===== src/rtl/sme_feeder.sv =====
// Host-side driver for the string-matching engine: buffers a string and a pattern,
// streams them over the chardata/isstring/ispattern link and captures the engine result.
module sme_feeder #(
  parameter int STR_MAX = 32,
  parameter int PAT_MAX = 8,
  parameter int TIMEOUT = 1023
) (
  input  logic       clk,
  input  logic       reset,
  input  logic       wr_en,
  input  logic       wr_sel,
  input  logic [4:0] wr_addr,
  input  logic [7:0] wr_data,
  input  logic [5:0] str_len,
  input  logic [3:0] pat_len,
  input  logic       send_str,
  input  logic       start,
  output logic       busy,
  output logic [7:0] chardata,
  output logic       isstring,
  output logic       ispattern,
  input  logic       valid,
  input  logic       match,
  input  logic [4:0] match_index,
  output logic       res_valid,
  output logic       res_match,
  output logic [4:0] res_index,
  output logic       res_timeout
);

  typedef enum logic [2:0] {
    ST_IDLE     = 3'd0,
    ST_SEND_STR = 3'd1,
    ST_SEND_PAT = 3'd2,
    ST_WAIT     = 3'd3,
    ST_REPORT   = 3'd4
  } state_t;

  localparam logic [5:0] STR_MAX_C = 6'(STR_MAX);
  localparam logic [3:0] PAT_MAX_C = 4'(PAT_MAX);
  localparam logic [9:0] TIMEOUT_C = 10'(TIMEOUT);

  state_t     state_r;
  logic [5:0] idx_r;
  logic [5:0] str_len_r;
  logic [3:0] pat_len_r;
  logic [9:0] wdog_r;

  logic [7:0] str_buf_r [STR_MAX];
  logic [7:0] pat_buf_r [PAT_MAX];

  logic       wr_ok_s;
  logic       start_ok_s;
  logic       send_str_eff_s;
  logic [5:0] str_len_eff_s;
  logic [3:0] pat_len_eff_s;
  logic [7:0] first_str_s;
  logic [7:0] first_pat_s;
  logic [7:0] str_char_s;
  logic [7:0] pat_char_s;

  // Job qualification, length clamping and char selection for the sender.
  always_comb begin
    wr_ok_s        = wr_en && (state_r == ST_IDLE);
    start_ok_s     = start && (state_r == ST_IDLE) && (pat_len != 4'd0);
    send_str_eff_s = send_str && (str_len != 6'd0);
    str_len_eff_s  = (str_len > STR_MAX_C) ? STR_MAX_C : str_len;
    pat_len_eff_s  = (pat_len > PAT_MAX_C) ? PAT_MAX_C : pat_len;
    // A write landing on the start edge must already be visible in the first char.
    first_str_s    = (wr_ok_s && !wr_sel && (wr_addr == 5'd0)) ? wr_data : str_buf_r[0];
    first_pat_s    = (wr_ok_s && wr_sel && (wr_addr[2:0] == 3'd0)) ? wr_data : pat_buf_r[0];
    str_char_s     = str_buf_r[idx_r[4:0]];
    pat_char_s     = pat_buf_r[idx_r[2:0]];
  end

  // Character buffers; deliberately not reset so contents survive between jobs.
  always_ff @(posedge clk) begin
    if (wr_ok_s) begin
      if (wr_sel) begin
        pat_buf_r[wr_addr[2:0]] <= wr_data;
      end else begin
        str_buf_r[wr_addr] <= wr_data;
      end
    end
  end

  // Job sequencer with registered link and result outputs.
  always_ff @(posedge clk or negedge reset) begin
    if (!reset) begin
      state_r     <= ST_IDLE;
      idx_r       <= 6'd0;
      str_len_r   <= 6'd0;
      pat_len_r   <= 4'd0;
      wdog_r      <= 10'd0;
      busy        <= 1'b0;
      chardata    <= 8'd0;
      isstring    <= 1'b0;
      ispattern   <= 1'b0;
      res_valid   <= 1'b0;
      res_match   <= 1'b0;
      res_index   <= 5'd0;
      res_timeout <= 1'b0;
    end else begin
      case (state_r)
        ST_IDLE: begin
          if (start_ok_s) begin
            busy      <= 1'b1;
            str_len_r <= str_len_eff_s;
            pat_len_r <= pat_len_eff_s;
            idx_r     <= 6'd1;
            if (send_str_eff_s) begin
              state_r  <= ST_SEND_STR;
              isstring <= 1'b1;
              chardata <= first_str_s;
            end else begin
              state_r   <= ST_SEND_PAT;
              ispattern <= 1'b1;
              chardata  <= first_pat_s;
            end
          end
        end
        ST_SEND_STR: begin
          if (idx_r == str_len_r) begin
            state_r   <= ST_SEND_PAT;
            isstring  <= 1'b0;
            ispattern <= 1'b1;
            chardata  <= pat_buf_r[0];
            idx_r     <= 6'd1;
          end else begin
            chardata <= str_char_s;
            idx_r    <= idx_r + 6'd1;
          end
        end
        ST_SEND_PAT: begin
          if (idx_r == {2'b00, pat_len_r}) begin
            state_r   <= ST_WAIT;
            ispattern <= 1'b0;
            chardata  <= 8'd0;
            wdog_r    <= 10'd0;
          end else begin
            chardata <= pat_char_s;
            idx_r    <= idx_r + 6'd1;
          end
        end
        ST_WAIT: begin
          // An engine answer on the expiry edge still counts as a real result.
          if (valid) begin
            state_r     <= ST_REPORT;
            res_valid   <= 1'b1;
            res_match   <= match;
            res_index   <= match_index;
            res_timeout <= 1'b0;
          end else if (wdog_r == TIMEOUT_C) begin
            state_r     <= ST_REPORT;
            res_valid   <= 1'b1;
            res_match   <= 1'b0;
            res_index   <= 5'd0;
            res_timeout <= 1'b1;
          end else begin
            wdog_r <= wdog_r + 10'd1;
          end
        end
        ST_REPORT: begin
          state_r   <= ST_IDLE;
          res_valid <= 1'b0;
          busy      <= 1'b0;
        end
        default: begin
          state_r   <= ST_IDLE;
          busy      <= 1'b0;
          isstring  <= 1'b0;
          ispattern <= 1'b0;
          chardata  <= 8'd0;
          res_valid <= 1'b0;
        end
      endcase
    end
  end

endmodule


===== config.mk =====
export PLATFORM = sky130hd
export DESIGN_NAME = sme_feeder
export DESIGN_NICKNAME = d
export VERILOG_FILES = /design/src/rtl/sme_feeder.sv
export SDC_FILE = /design/constraint.sdc
export NUM_CORES = 1
export LEC_CHECK = 0
export ABC_AREA = 1
export BUFFER_PORTS_ARGS = -buffer_cell sky130_fd_sc_hd__buf_2
export CELL_PAD_IN_SITES_DETAIL_PLACEMENT = 0
export CELL_PAD_IN_SITES_GLOBAL_PLACEMENT = 1
export CORE_MARGIN = 5
export CORE_UTILIZATION = 29
export DETAILED_ROUTE_END_ITERATION = 10
export PLACE_DENSITY_LB_ADDON = 0.1
export SYNTH_ARGS = -nofsm -noshare
export SYNTH_HDL_FRONTEND = slang
export SYNTH_SLANG_ARGS = --single-unit

===== constraint.sdc =====
create_clock -name clk -period 3.9 [get_ports clk]
set_clock_uncertainty 0.15 [all_clocks]
set_input_delay 0.585 -clock clk [delete_from_list [all_inputs] [get_ports clk]]
set_output_delay 0.585 -clock clk [all_outputs]
set_load 0.03 [all_outputs]

==> run metrics <==
status=complete, no violations; Die H=246 um; number of flops mapped to enable cells by yosys=320; Synth top area share=0.595; H-tree depth=2; sequential area share after synthesis=0.669; CTS Buffer Depth=3; Slew Viols, Final=0; total gr overflow=0; syn_area_per_cell=10.3 um2; Worst R2R Start=state_r[0]; area leader, netlist=edfxtp_1; Sw Ratio=0.373; Synth Register Bits=368; Sw Pwr=4.72 mW; worst hold start=match_index[3]; Most used DFF post-synth=edfxtp_1; Max Fanout on Critical Path=8; Ys Warns=0; maximum VDD drop=326 uV; dpl cells=2337; Worst Hold Endpoint=res_index[3]; die area=0.0605 mm2; Cells after Synth=1561; worst setup margin=0.967 ns; hold path depth=3; antenna cells=0; top cells by area, synth=edfxtp_1, nand2_1, dfrtp_1; Iter 0 DRT Violations=690; worst hold slack=0.0606 ns; first-pass GRT wire length=73.4 mm; Final min period=2.93 ns; via count=11.2k; number of global-route vias before repair=11.3k; crit share post-route=0.752; setup TNS=0 ns; Worst Setup Path Type=reg2reg; WP data required=3.95 ns; routed len/inst=20.3 um; unrepaired setup endpoints after global routing=false; Syn-to-layout area delta=16.2%; CTS tree=yes; Distinct cells, synth=37; FF-to-FF path depth=5; Hold/Removal Path Class=in2reg; Setup WS pre-CTS=0.727 ns; Finished Layout Cells=2420; Comb pwr share=0.309; Inserted Clock Buffers=45; clock latency on the worst-skew pair=0.58 ns; Fillers=5684; IO Port Bufs=54; Final setup viols=0; Final Hold Viols=0; largest net degree at the start of global routing=65; Pint=7.93 mW; core area=0.0551 mm2; register share of total power=0.374; Design Power=12.7 mW; Worst-Margin Slew=0.872 ns; synthesized cell area=0.0161 mm2; fraction of layout cells with a size suffix above 1=0.123; antenna-violating nets left=0; Synth async-reset ratio=0.130; P_leak=7.18 nW; fmax=0.341 GHz; final instance area=0.0188 mm2; GPL Wtd Cong=0.782; Tot GR Track Use=0.161; power density cells=674 mW/mm2; Synthesized Nets=1599; worst r2r dst=str_buf_r[31][6]; initial antenna violation count=0; most numerous cell in the Yosys netlist=nand2_1; fin util=0.341; Worst EP arrival=2.98 ns; setup slack, reg-to-reg=0.97 ns; Critical Path Start Type=flip-flop; CTS resizes=0; CTS sink cnt=368; power share of the clock group=0.317; Setup crit end kind=flip-flop; Die X=246 um; I/O pin cnt=55; Std-Cell Rows=86; post-DP HPWL=31.5 mm; Clk Tree Root Cell=clkbuf_16; routed vias/inst=4.65; Relative slew margins=0.418; placed cell areas=0.0174 mm2; Initial Util=0.293; top cells by count, synth=nand2_1, edfxtp_1, nor2_1, nand3_1, o21ai_0; final net count=1675; Clk pin slew, worst setup/hold paths=0.05 ns; Max Cap Viol=0; DRC violations left=0; DRT Pass-1 Iters=4; WL final=49.1 mm
==> flip-flops by register name, indices dropped and copies added (netlist names) <==
signal / flops
pat_buf_r: 64
state_r: 3
chardata: 8
str_len_r: 6
res_timeout: 1
ispattern: 1
res_valid: 1
res_match: 1
idx_r: 6
str_buf_r: 256
res_index: 5
wdog_r: 10
pat_len_r: 4
busy: 1
isstring: 1
==> timing repair <==
item                       in CTS  in global routing
hold buffers                    1                  0
setup endpoints to repair       0                  0
hold endpoints to repair       28                  0
buffers inserted                0                  0
==> cell families after synthesis <==
logic type                 after synthesis  synth area share
DFF                                    368             0.669
buffers and inverters                  161            0.0450
adders and majority gates                2           0.00155
xor gates and xnor gates                10           0.00542
AOI/OAI and AO/OA                      161            0.0542
and+or+nand+nor                        859             0.224
==> per-layer routing <==
layer / GRT usage / share of wire / up-vias
li1: - / - / 5470
met1: 0.228 / 0.48 / 5503
met2: 0.258 / 0.46 / 218
met3: 0.0309 / 0.042 / 57
met4: 0.0372 / 0.020 / 0
met5: 0 / 0 / -
==> critical path, stage by stage (launching register included) <==
cell and delay [ns]:
dfrtp_1 0.42, nor2_4 0.18, nand4_1 0.38, inv_1 0.26, nand4_1 0.45, nor2_1 0.70
==> cell type report <==
class	count	area, um2	share of cell area
Clock buffer	55	1200	0.0642
Clock inverter	27	201	0.0107
Inverter	92	348	0.0185
Multi-Input combinational cell	1032	4610	0.246
Sequential cell	368	10800	0.576
Tap cell	748	936	0.0499
Timing Repair Buffer	98	653	0.0348
==> placed cells by master, fill, tap and decap left out, drive strengths merged <==
master,n
bufinv,2
nor2,267
o21ai,115
a22o,3
o31ai,1
o22ai,2
nand2,395
nand3b,1
clkinvlp,1
or2,9
o211ai,14
xor2,8
buf,97
dlygate4sd3,1
dfrtp,48
a21oi,25
ha,2
inv,92
edfxtp,320
nor4,2
o21a,1
nand4,24
clkbuf,55
clkinv,24
nor3,9
xnor2,2
nand3,152
==> power by group through the flow <==
stage                     Clock [mW]  Combinational (mW)  Sequential (mW)
after floorplan                    0                2.59             4.84
after global placement             0                4.00             4.82
after detailed placement           0                3.97             4.82
after CTS                       4.13                3.99             4.74
after global routing            4.31                4.39             4.77
final                           4.01                3.91             4.74
==> worst max-delay path by stage <==
stage               start          endpoint  depth (start not counted)
4_1_cts        state_r[0]  str_buf_r[31][6]                          5
3_5_place_dp       wr_sel  str_buf_r[31][2]                          6
2_1_floorplan      wr_sel   pat_buf_r[4][0]                          2
5_1_grt        state_r[0]  str_buf_r[31][6]                          5
3_3_place_gp       wr_sel  str_buf_r[31][7]                          6
6_report       state_r[0]  str_buf_r[31][6]                          5
(Power assumes the default switching activity.)
